[config.mk]
export PLATFORM = sky130hd
export DESIGN_NAME = clock_divider_prog
export DESIGN_NICKNAME = d
export VERILOG_FILES = /design/src/rtl/clock_div_pkg.sv /design/src/rtl/clock_div_cfg_shadow.sv /design/src/rtl/clock_divider_prog.sv
export SDC_FILE = /design/constraint.sdc
export NUM_CORES = 1
export LEC_CHECK = 0
export ABC_AREA = 1
export CORE_MARGIN = 2
export CORE_UTILIZATION = 50
export DETAILED_ROUTE_END_ITERATION = 7
export HOLD_SLACK_MARGIN = 0.06
export PLACE_DENSITY_LB_ADDON = 0.1
export SLEW_MARGIN = 20
export SYNTH_ARGS = -nofsm -noshare
export SYNTH_HDL_FRONTEND = slang
export SYNTH_SLANG_ARGS = --single-unit
[constraint.sdc]
create_clock -name clk_in -period 4.3 [get_ports clk_in]
set_input_delay 0.86 -clock clk_in [delete_from_list [all_inputs] [get_ports clk_in]]
set_output_delay 0.86 -clock clk_in [all_outputs]
set_load 0.01 [all_outputs]
[src/rtl/clock_div_pkg.sv]
// Shared constants and the configuration clamp for the programmable clock divider.
package clock_div_pkg;

    localparam int CNT_WIDTH_DEFAULT = 16;
    localparam int MIN_PERIOD        = 2;

    typedef struct packed {
        logic [31:0] period;
        logic [31:0] high;
    } clamp_t;

    // Works on 32-bit values so any CNT_WIDTH up to 32 can share one helper.
    function automatic clamp_t clamp_cfg(input logic [31:0] period, input logic [31:0] high);
        clamp_t r;
        r.period = (period < 32'(MIN_PERIOD)) ? 32'(MIN_PERIOD) : period;
        r.high   = (high > r.period) ? r.period : high;
        return r;
    endfunction

endpackage

[src/rtl/clock_div_cfg_shadow.sv]
// Configuration shadow register: clamps an accepted offer and holds it until
// the divider reaches a point where it may be applied.
module clock_div_cfg_shadow
    import clock_div_pkg::*;
#(
    parameter int CNT_WIDTH = CNT_WIDTH_DEFAULT
) (
    input  logic                 clk_in,
    input  logic                 rst_n,
    input  logic [CNT_WIDTH-1:0] i_cfg_period,
    input  logic [CNT_WIDTH-1:0] i_cfg_high,
    input  logic                 i_cfg_valid,
    input  logic                 i_consume,
    output logic                 o_cfg_ready,
    output logic                 o_apply,
    output logic [CNT_WIDTH-1:0] o_shadow_period,
    output logic [CNT_WIDTH-1:0] o_shadow_high
);

    logic                 r_pending;
    logic [CNT_WIDTH-1:0] r_shadow_period;
    logic [CNT_WIDTH-1:0] r_shadow_high;
    clamp_t               w_clamped;
    logic                 w_accept;

    assign w_clamped = clamp_cfg(32'(i_cfg_period), 32'(i_cfg_high));
    assign w_accept  = i_cfg_valid && !r_pending;

    // Accept and apply are mutually exclusive: accept needs !pending, apply needs pending.
    assign o_apply   = r_pending && i_consume;

    always_ff @(posedge clk_in or negedge rst_n) begin
        if (!rst_n) begin
            r_pending       <= 1'b0;
            r_shadow_period <= '0;
            r_shadow_high   <= '0;
        end else if (w_accept) begin
            r_pending       <= 1'b1;
            r_shadow_period <= CNT_WIDTH'(w_clamped.period);
            r_shadow_high   <= CNT_WIDTH'(w_clamped.high);
        end else if (o_apply) begin
            r_pending       <= 1'b0;
        end
    end

    assign o_cfg_ready     = !r_pending;
    assign o_shadow_period = r_shadow_period;
    assign o_shadow_high   = r_shadow_high;

endmodule

[src/rtl/clock_divider_prog.sv]
// Runtime-programmable clock divider with independent high time, tick strobe,
// phase sync and glitch-free configuration switching at period boundaries.
module clock_divider_prog
    import clock_div_pkg::*;
#(
    parameter int CNT_WIDTH  = CNT_WIDTH_DEFAULT,
    parameter int DIV_RESET  = 4,
    parameter int HIGH_RESET = 2
) (
    input  logic                 clk_in,
    input  logic                 rst_n,
    input  logic                 en,
    input  logic                 sync,
    input  logic [CNT_WIDTH-1:0] cfg_period,
    input  logic [CNT_WIDTH-1:0] cfg_high,
    input  logic                 cfg_valid,
    output logic                 cfg_ready,
    output logic                 clk_out,
    output logic                 tick,
    output logic [CNT_WIDTH-1:0] act_period,
    output logic [CNT_WIDTH-1:0] act_high
);

    logic [CNT_WIDTH-1:0] r_cnt;
    logic                 r_clk_out;
    logic                 r_tick;
    logic                 r_first;
    logic [CNT_WIDTH-1:0] r_act_period;
    logic [CNT_WIDTH-1:0] r_act_high;

    logic                 w_wrap;
    logic                 w_consume;
    logic                 w_apply;
    logic [CNT_WIDTH-1:0] w_shadow_period;
    logic [CNT_WIDTH-1:0] w_shadow_high;
    logic [CNT_WIDTH-1:0] w_cnt_next;
    logic [CNT_WIDTH-1:0] w_act_period_next;
    logic [CNT_WIDTH-1:0] w_act_high_next;

    assign w_wrap     = r_first || sync || (r_cnt == (r_act_period - CNT_WIDTH'(1)));
    // While idle the counter is parked at zero, so any pending config is safe to take.
    assign w_consume  = !en || w_wrap;
    assign w_cnt_next = w_wrap ? '0 : (r_cnt + CNT_WIDTH'(1));

    clock_div_cfg_shadow #(
        .CNT_WIDTH (CNT_WIDTH)
    ) u_cfg_shadow (
        .clk_in          (clk_in),
        .rst_n           (rst_n),
        .i_cfg_period    (cfg_period),
        .i_cfg_high      (cfg_high),
        .i_cfg_valid     (cfg_valid),
        .i_consume       (w_consume),
        .o_cfg_ready     (cfg_ready),
        .o_apply         (w_apply),
        .o_shadow_period (w_shadow_period),
        .o_shadow_high   (w_shadow_high)
    );

    assign w_act_period_next = w_apply ? w_shadow_period : r_act_period;
    assign w_act_high_next   = w_apply ? w_shadow_high   : r_act_high;

    always_ff @(posedge clk_in or negedge rst_n) begin
        if (!rst_n) begin
            r_cnt        <= '0;
            r_clk_out    <= 1'b0;
            r_tick       <= 1'b0;
            r_first      <= 1'b1;
            r_act_period <= CNT_WIDTH'(DIV_RESET);
            r_act_high   <= CNT_WIDTH'(HIGH_RESET);
        end else begin
            r_act_period <= w_act_period_next;
            r_act_high   <= w_act_high_next;
            if (en) begin
                r_cnt     <= w_cnt_next;
                r_clk_out <= (w_cnt_next < w_act_high_next);
                r_tick    <= w_wrap;
                r_first   <= 1'b0;
            end else begin
                r_cnt     <= '0;
                r_clk_out <= 1'b0;
                r_tick    <= 1'b0;
                r_first   <= 1'b1;
            end
        end
    end

    assign clk_out    = r_clk_out;
    assign tick       = r_tick;
    assign act_period = r_act_period;
    assign act_high   = r_act_high;

endmodule
==> impl_metrics.csv, run 1 <==
group,metric,value,unit
setup_path,endpoint_kind,"flip-flop",
cts,cts_resized,0,
sta,setup-tns-final,0,ns
place,routabilityCongestion,0.889,
setup_path,critical_path.max_fanout,27,
power_and_ir_drop,power_frac_comb,33.5,%
power_and_ir_drop,pwr-share-seq,43.9,%
place,port_buffers,71,
run,cap_violations,0,
die,io_pins,72,
global_route,antenna_found_initial,0,
global_route,grt_pass1_vias,4083,
setup_path,crit_required,4.58,ns
yosys,ys_seq_area_share,42.5,%
die,die_area,10700,um^2
sta,setup_violations,0,
layout,final_common_cell,"nand2_1",
detailed_routing,vias,4271,
detailed_routing,routed_via_density,5.04,
worst_hold_path,hp-class,"flip-flop to flip-flop",
sta,maxSlewHeadroom,49.8,%
yosys,synth-seq-cells,84,
layout,design_area,5970,um^2
cts,cts.sinks,84,
yosys,synthCells,638,
place,place_hpwl,9300,um
sta,min_period,3.68,ns
layout,multi_input_area,2460,um^2
die,die_w,104,um
power_and_ir_drop,p_total,2350,uW
die,placementRows,36,
power_and_ir_drop,p_leak,0.00284,uW
detailed_routing,ant_nets,0,
layout,final_cell_mix,"nand2_1, nor2_1, inv_1",
detailed_routing,wirelength,11900,um
power_and_ir_drop,p_sw_share,34.8,%
setup_path,start_kind,"flip-flop",
detailed_routing,drt_first_pass_iters,6,
layout,seq_area,2110,um^2
power_and_ir_drop,intPower,1540,uW
setup_path,cp_cell_sequence,"inv_2, ha_1, nand2_2, nor2_2, nand2_1, nand2_1, nand2_1, nor2_1, nand2_1, nor2_1, nand2_2, nand3_4, nand2_4, inv_2, or2_2, o21ai_0, ha_1, nand2_1, nor2_1, a211oi_1, o221ai_1, a21oi_2",
cts,insertion_delay,0.35,ns
yosys,synth.net_count,708,
global_route,grt_overflow,0,
yosys,async_flop_share,100,%
place,placed_area,5790,um^2
detailed_routing,wl_per_cell,14.1,um
layout,area_growth,20.6,%
global_route,grt_use_total,23.4,%
layout,drive_gt1_share,7.56,%
cts,post_cts_buffers,0,
cts,cts_tree,"built",
global_route,grt_max_degree,85,
cts,cts_hold_buf,0,
sta,rsz0062_at_grt,"false",
power_and_ir_drop,p_clk_share,22.6,%
sta,worstMarginPinSlew,0.753,ns
cts,htreeDepth,3,
layout,antenna_cells,0,
layout,fillers,911,
sta,min_period_over_period,85.6,%
detailed_routing,first_iter_violations,208,
power_and_ir_drop,ir_drop,0.174,mV
yosys,synth_cell_type_count,36,
cts,clk_pin_slew,0.08,ns
power_and_ir_drop,switching_power,819,uW
yosys,syn_area_per_cell,7.77,um^2
setup_path,cp_slowest_cell,"dfrtp_1",
layout,fin_util,61.7,%
layout,final_nets,779,
setup_path,critPathArrivalTime,3.96,ns
sta,max_freq,0.272,GHz
setup_path,cp_top_family,"simple AND/OR/NAND/NOR gates",
cts,clockRootBuffer,"clkbuf_8",
setup_path,crit_top_cell,"nand2_1",
detailed_routing,drc_errors,0,
yosys,syn_area,4950,um^2
cts,clk_path_buf_depth,2,
sta,clock_skew,0.0159,ns
status,status,"complete, no violations",
die,core-area,9680,um^2
yosys,dominantRegCellSynth,"dfrtp_1",
sta,finalMaxSlewViolations,0,
setup_path,critical_path_buf_inv_count,2,
setup_path,cp_slowest_stage_delay,0.43,ns
yosys,yosysWarnings,0,
die,initial_core_util,51.2,%
global_route,grt_pass1_wl,20100,um
cts,numCtsBuffers,9,
setup_path,worstSetupPathType,"flip-flop to flip-flop",
power_and_ir_drop,powerDensity,394,nW/um^2
yosys,synth_edf_count,0,
sta,final-hold-violation-count,0,
die,die_h,104,um
-- flip-flops by register name (all words and copies together) (netlist names) --
signal / flops
act_high: 16
u_cfg_shadow.o_shadow_period: 16
tick: 1
clk_out: 1
u_cfg_shadow.o_shadow_high: 16
r_first: 1
act_period: 16
u_cfg_shadow.r_pending: 1
r_cnt: 16
-- worst reg2reg max path, stage by stage, from the launching register on --
cell	delay, ns
dfrtp_1	0.43
inv_2	0.11
ha_1	0.24
nand2_2	0.13
nor2_2	0.18
nand2_1	0.08
nand2_1	0.05
nand2_1	0.05
nor2_1	0.10
nand2_1	0.07
nor2_1	0.14
nand2_2	0.10
nand3_4	0.20
nand2_4	0.08
inv_2	0.32
or2_2	0.18
o21ai_0	0.17
ha_1	0.36
nand2_1	0.09
nor2_1	0.05
a211oi_1	0.17
o221ai_1	0.16
a21oi_2	0.15
-- cells by family after synthesis --
logic type	share of synthesized area, %
buffers and inverters	7.90
adder cells (fa/ha/maj)	8.33
XOR/XNOR	4.07
AO/OA/AOI/OAI	10.7
AND/OR/NAND/NOR	26.5
flip-flops	42.5
-- final cells by class --
class	count	area share, %
clock buffer	15	2.95
clock inverter	1	0.126
inverter	85	5.34
multi-input combinational	454	41.1
sequential	84	35.2
tap	133	2.79
timing repair buffer	75	12.4
-- power by group through the flow --
stage | sequential (uW) | combinational, uW | clock [uW]
6_report | 1030 | 790 | 532
3_3_place_gp | 1040 | 776 | 0
4_1_cts | 1030 | 797 | 541
3_5_place_dp | 1050 | 792 | 0
5_1_grt | 1050 | 888 | 581
2_1_floorplan | 1050 | 437 | 0
-- final timing paths --
kind / startpoint / to / slack, ns / cells after the start
setup reg to reg: act_period[0] / clk_out / 0.62 / 22
min in group asynchronous: rst_n / u_cfg_shadow.o_shadow_high[1] / 0.54 / 1
setup / recovery: act_period[0] / clk_out / 0.62 / 22
hold reg to reg: u_cfg_shadow.o_shadow_period[9] / act_period[9] / 0.46 / 2
hold / removal: u_cfg_shadow.o_shadow_period[9] / act_period[9] / 0.46 / 2
max in group asynchronous: rst_n / u_cfg_shadow.o_shadow_high[6] / 3.25 / 1
-- Yosys cell counts (8+ instances only) --
master      n  area [um^2]
a21oi_1    12         60.1
inv_1      82          308
nand2_1   146          548
nand3_1    19         95.1
or2_2       8         50.1
nor2_1     85          319
ha_1       33          413
xor2_1     17          149
dfrtp_1    81         2030
clkbuf_1    9         33.8
o21ai_0    66          330
-- layer usage --
metal | wire length (um) | track usage, % | share of wire, % | up-vias
met1 | 5770 | 33.1 | 48 | 1960
met5 | 0 | 0 | 0 | -
met4 | 197 | 7.82 | 1.7 | 0
met2 | 5440 | 36.8 | 46 | 120
met3 | 523 | 3.90 | 4.4 | 16
li1 | - | - | - | 2175
-- per-stage QoR --
step / setup WS [ns] / hold WS (ns) / instances
after floorplan: 1.22 / 0.442 / 638
after global placement: 0.323 / 0.453 / 831
after CTS: 0.557 / 0.467 / 847
final: 0.619 / 0.464 / 847
after global routing: 0.268 / 0.503 / 847
after detailed placement: 0.198 / 0.452 / 831
Power figures use the tool's default switching activity.
==> inputs of run 2 (changes only) <==
Clock period 4.3 ns to 4.03 ns, I/O delays scaled along.
==> run 2 against run 1 <==
- register-to-register slack got worse by 0.20 ns
- count of clock-buffer cells in the layout fell by 5
- hold slack improved by 0.0075 ns
- critical path type unchanged
- largest cell class unchanged
- largest power group unchanged
==> impl_metrics.csv, run 2 (synthesis results as in run 1) <==
group,metric,value,unit
status,status,"complete, no violations",
cts,cts.sinks,84,
cts,clockRootBuffer,"clkbuf_8",
detailed_routing,ant_nets,0,
setup_path,crit_start,"act_period[0]",
power_and_ir_drop,p_sw_share,32.5,%
sta,setup-tns-final,0,ns
cts,insertion_delay,0.36,ns
die,die_area,10700,um^2
layout,final_nets,781,
die,initial_core_util,51.2,%
place,placed_area,5800,um^2
place,place_hpwl,9210,um
setup_path,rrSetupSlack,0.42,ns
setup_path,critical_path.max_fanout,23,
die,placementRows,36,
layout,antenna_cells,0,
cts,cts_resized,0,
global_route,grt_pass1_vias,4234,
detailed_routing,vias,4319,
place,post-place-cells,833,
detailed_routing,wirelength,11800,um
sta,clock_skew,0.00670,ns
worst_hold_path,hp-class,"flip-flop to flip-flop",
power_and_ir_drop,p_leak,0.00289,uW
sta,final-hold-violation-count,0,
setup_path,critical_path_buf_inv_count,2,
setup_path,critPathArrivalTime,3.90,ns
die,core-area,9680,um^2
power_and_ir_drop,ir_drop,0.199,mV
die,die_h,104,um
setup_path,cp_slowest_stage_delay,0.43,ns
setup_path,crit_required,4.32,ns
global_route,grt_max_degree,85,
setup_path,start_kind,"flip-flop",
sta,finalMaxSlewViolations,0,
global_route,antenna_found_initial,0,
setup_path,reg2reg_to,"clk_out",
place,routabilityCongestion,0.927,
cts,clk_path_buf_depth,2,
setup_path,worst-path-stages,22,
detailed_routing,first_iter_violations,211,
detailed_routing,drt_first_pass_iters,5,
setup_path,cp_slowest_cell,"dfrtp_1",
layout,final_cell_mix,"nand2_1, nor2_1, inv_1",
sta,maxSlewHeadroom,49.9,%
power_and_ir_drop,p_total,2750,uW
setup_path,worstSetupPathType,"flip-flop to flip-flop",
setup_path,critPathCapture,"clk_out",
die,io_pins,72,
setup_path,endpoint_kind,"flip-flop",
detailed_routing,drc_errors,0,
sta,worstMarginPinSlew,0.751,ns
power_and_ir_drop,pwr-share-seq,40.0,%
layout,fillers,861,
sta,max_freq,0.277,GHz
sta,setup_violations,0,
setup_path,crit_top_cell,"nand2_1",
global_route,grt_pass1_wl,20200,um
detailed_routing,routed_via_density,5.09,
sta,min_period_over_period,89.7,%
cts,clk_pin_slew,0.08,ns
cts,post_cts_buffers,0,
power_and_ir_drop,powerDensity,453,nW/um^2
layout,seq_area,2110,um^2
layout,drive_gt1_share,8.24,%
worst_hold_path,whs_path_depth,2,
setup_path,cp_top_family,"simple AND/OR/NAND/NOR gates",
global_route,grt_overflow,0,
cts,cts_hold_buf,0,
sta,rsz0062_at_grt,"false",
power_and_ir_drop,power_frac_comb,30.7,%
cts,htreeDepth,3,
place,port_buffers,71,
global_route,grt_use_total,23.4,%
power_and_ir_drop,switching_power,895,uW
layout,multi_input_area,2460,um^2
power_and_ir_drop,p_clk_share,29.3,%
cts,numCtsBuffers,9,
detailed_routing,wl_per_cell,13.9,um
setup_path,cp_cell_sequence,"inv_2, ha_1, nand2_2, nor2_2, nand2_1, nand2_1, nand2_1, nor2_1, nand2_1, nor2_1, nand2_2, nand3_4, nand2_4, inv_2, or2_2, o21ai_0, ha_1, nand2_1, nor2_1, a211oi_1, o221ai_1, a21oi_2",
die,die_w,104,um
power_and_ir_drop,intPower,1860,uW
cts,cts_tree,"built",
layout,fin_cells,849,
layout,fin_util,62.8,%
run,cap_violations,0,
setup_path,reg2reg_from,"act_period[0]",
setup_path,reg2reg_depth,22,
layout,design_area,6080,um^2
layout,final_common_cell,"nand2_1",
layout,area_growth,22.7,%
sta,min_period,3.61,ns
-- run 2: cell type report --
cell class	count	area share, %
inverter	85	5.25
tap	133	2.74
multi-input combinational	454	40.4
timing repair buffer	77	12.5
sequential	84	34.6
clock inverter	6	2.22
clock buffer	10	2.26
-- run 2: power by group through the flow --
stage | Clock (uW) | Combinational (uW) | Sequential (uW)
after floorplan | 0 | 466 | 1120
after global placement | 0 | 830 | 1110
after detailed placement | 0 | 846 | 1120
after CTS | 822 | 851 | 1100
after global routing | 850 | 952 | 1120
final | 807 | 845 | 1100
-- run 2: worst min path at each step --
stage	start	end	slack, ns
final	u_cfg_shadow.o_shadow_period[9]	act_period[9]	0.47
after global routing	u_cfg_shadow.o_shadow_period[8]	u_cfg_shadow.o_shadow_period[8]	0.53
after CTS	u_cfg_shadow.o_shadow_period[9]	act_period[9]	0.48
after detailed placement	u_cfg_shadow.o_shadow_period[9]	act_period[9]	0.46
after global placement	u_cfg_shadow.o_shadow_period[8]	act_period[8]	0.45
after floorplan	u_cfg_shadow.o_shadow_period[10]	act_period[10]	0.44
-- run 2: worst register-to-register path: stages, from the launching register on --
cell and delay [ns]:
dfrtp_1 0.43, inv_2 0.10, ha_1 0.24, nand2_2 0.13
nor2_2 0.18, nand2_1 0.07, nand2_1 0.05, nand2_1 0.05
nor2_1 0.08, nand2_1 0.06, nor2_1 0.15, nand2_2 0.11
nand3_4 0.09, nand2_4 0.15, inv_2 0.32, or2_2 0.18
o21ai_0 0.17, ha_1 0.36, nand2_1 0.09, nor2_1 0.05
a211oi_1 0.18, o221ai_1 0.17, a21oi_2 0.14
-- run 2: per-stage QoR --
| step | worst slack [ns] | hold slack (ns) |
|---|---|---|
| 2_1_floorplan | 1.00 | 0.442 |
| 3_3_place_gp | 0.390 | 0.451 |
| 3_5_place_dp | 0.286 | 0.457 |
| 4_1_cts | 0.357 | 0.476 |
| 5_1_grt | 0.0494 | 0.528 |
| 6_report | 0.417 | 0.472 |
-- run 2: routing by layer --
layer  vias to the layer above  GRT usage [%]  part of all wire (%)  wire, um
li1                       2180              -                     -         -
met1                      2000           33.4                    49      5760
met2                       115           35.7                    44      5200
met3                        24           3.84                   4.9       577
met4                         0           9.65                   2.5       293
met5                         -              0                     0         0
==> inputs of run 3 (changes only) <==
Settings changed: CORE_ASPECT_RATIO set to 0.6.
==> run 3 against run 2 <==
- fmax down 0.95%
- worst setup slack worse by 0.035 ns
- hold slack gained 0.0052 ns
- clock skew up 0.0013 ns
- sequential share of layout area decreased by 0.21 points
- non-clock buffer count increased by 1
- count of clock-buffer cells in the layout is 2 higher
- routed wire length grew 13%
==> impl_metrics.csv, run 3 (synthesis results as in run 1) <==
group,metric,value,unit
status,status,"complete, no violations",
global_route,antenna_found_initial,0,
detailed_routing,drt_first_pass_iters,5,
detailed_routing,drc_errors,0,
detailed_routing,wirelength,13400,um
setup_path,worstSetupPathType,"flip-flop to flip-flop",
place,placed_area,5810,um^2
sta,rsz0062_at_grt,"false",
die,die_area,10700,um^2
setup_path,endpoint_kind,"flip-flop",
cts,cts_tree,"built",
place,port_buffers,71,
setup_path,reg2reg_from,"act_period[0]",
setup_path,reg2reg_depth,21,
global_route,grt_pass1_wl,22100,um
setup_path,crit_required,4.30,ns
detailed_routing,first_iter_violations,358,
setup_path,rrSetupSlack,0.38,ns
layout,antenna_cells,0,
detailed_routing,ant_nets,0,
cts,post_cts_buffers,0,
layout,final_cell_mix,"nand2_1, nor2_1, inv_1",
sta,maxSlewHeadroom,48.2,%
setup_path,start_kind,"flip-flop",
die,io_pins,72,
setup_path,critical_path.max_fanout,15,
die,core-area,9740,um^2
layout,area_growth,23.4,%
setup_path,crit_start,"act_period[0]",
place,routabilityCongestion,0.870,
cts,clockRootBuffer,"clkbuf_16",
power_and_ir_drop,p_total,2800,uW
cts,clk_path_buf_depth,2,
sta,min_period,3.65,ns
cts,numCtsBuffers,9,
layout,fillers,888,
place,place_hpwl,10400,um
die,die_h,81.1,um
sta,worstMarginPinSlew,0.777,ns
layout,final_common_cell,"nand2_1",
detailed_routing,vias,4441,
global_route,grt_pass1_vias,4345,
die,placementRows,28,
setup_path,critPathCapture,"clk_out",
sta,min_period_over_period,90.5,%
place,pre_cts_slack,0.195,ns
global_route,grt_overflow,0,
sta,clock_skew,0.00796,ns
cts,cts_hold_buf,0,
detailed_routing,wl_per_cell,15.7,um
cts,cts.sinks,84,
global_route,grt_max_degree,85,
detailed_routing,routed_via_density,5.21,
run,cap_violations,0,
sta,setup-tns-final,0,ns
sta,final-hold-violation-count,0,
setup_path,critPathArrivalTime,3.92,ns
power_and_ir_drop,ir_drop,0.245,mV
worst_hold_path,hp-class,"flip-flop to flip-flop",
sta,worst_slack,0.382,ns
sta,setup_violations,0,
sta,finalMaxSlewViolations,0,
power_and_ir_drop,powerDensity,457,nW/um^2
layout,design_area,6110,um^2
cts,clk_pin_slew,0.07,ns
global_route,grt_use_total,26.8,%
layout,drive_gt1_share,8.37,%
sta,max_freq,0.274,GHz
die,initial_core_util,50.9,%
cts,insertion_delay,0.35,ns
power_and_ir_drop,p_leak,0.00291,uW
setup_path,reg2reg_to,"clk_out",
cts,htreeDepth,3,
die,die_w,133,um
cts,cts_resized,0,
layout,final_nets,782,
run 3: changes by cell type in the layout (fill, tap and decap cells not counted), sizes merged:
cell	before	now
buf	7	8
bufinv	4	0
clkinv	0	2
clkbuf	10	12
run 3: per-stage QoR:
step,std cells,utilization (%),hold WS (ns)
CTS,852,62.7,0.480
floorplan,638,-,0.442
finish,852,62.8,0.477
global placement,836,59.7,0.459
global route,852,62.8,0.509
detailed placement,836,59.7,0.461
run 3: how the worst min path moves through the flow:
stage	from	depth (start not counted)	end	slack (ns)
6_report	u_cfg_shadow.o_shadow_period[10]	2	act_period[10]	0.48
5_1_grt	u_cfg_shadow.o_shadow_period[15]	2	act_period[15]	0.51
4_1_cts	u_cfg_shadow.o_shadow_period[15]	2	act_period[15]	0.48
3_5_place_dp	u_cfg_shadow.o_shadow_period[14]	2	act_period[14]	0.46
3_3_place_gp	u_cfg_shadow.o_shadow_period[15]	2	act_period[15]	0.46
2_1_floorplan	u_cfg_shadow.o_shadow_period[10]	2	act_period[10]	0.44
run 3: report_power, final:
group / total [uW] / internal (uW) / switching, uW
sequential: 1120 / 984 / 135
combinational: 857 / 384 / 473
clock: 820 / 470 / 350
total: 2800 / 1840 / 958
run 3: critical path, stage by stage (launching register included):
cell,delay (ns)
dfrtp_1,0.44
inv_2,0.11
ha_1,0.24
nand2_2,0.15
nor2_2,0.18
nand2_1,0.07
nand2_1,0.06
nand2_1,0.05
nor2_1,0.09
nand2_1,0.07
nor2_1,0.27
nand2_2,0.14
nand3_4,0.09
nand2_4,0.05
buf_4,0.20
o21ai_1,0.23
ha_1,0.29
a21oi_1,0.13
nor2_1,0.06
a211oi_1,0.27
o221ai_1,0.22
a21oi_2,0.16
run 3: metal layers:
metal / up-vias / GRT usage, % / wire (um)
met1: 2100 / 39.4 / 6880
met2: 133 / 41.6 / 5700
met3: 16 / 4.56 / 705
li1: 2192 / - / -
met4: 0 / 6.24 / 131
met5: - / 0 / 0
run 3: area by class of cell:
class / instances / area (um^2) / area share, %
clock buffers: 12 / 267 / 4.36
multi-input cells: 454 / 2460 / 40.2
inverters: 85 / 319 / 5.22
repair buffers: 78 / 764 / 12.5
flip-flops and latches: 84 / 2110 / 34.4
clock inverters: 4 / 32.5 / 0.532
well taps: 135 / 169 / 2.76
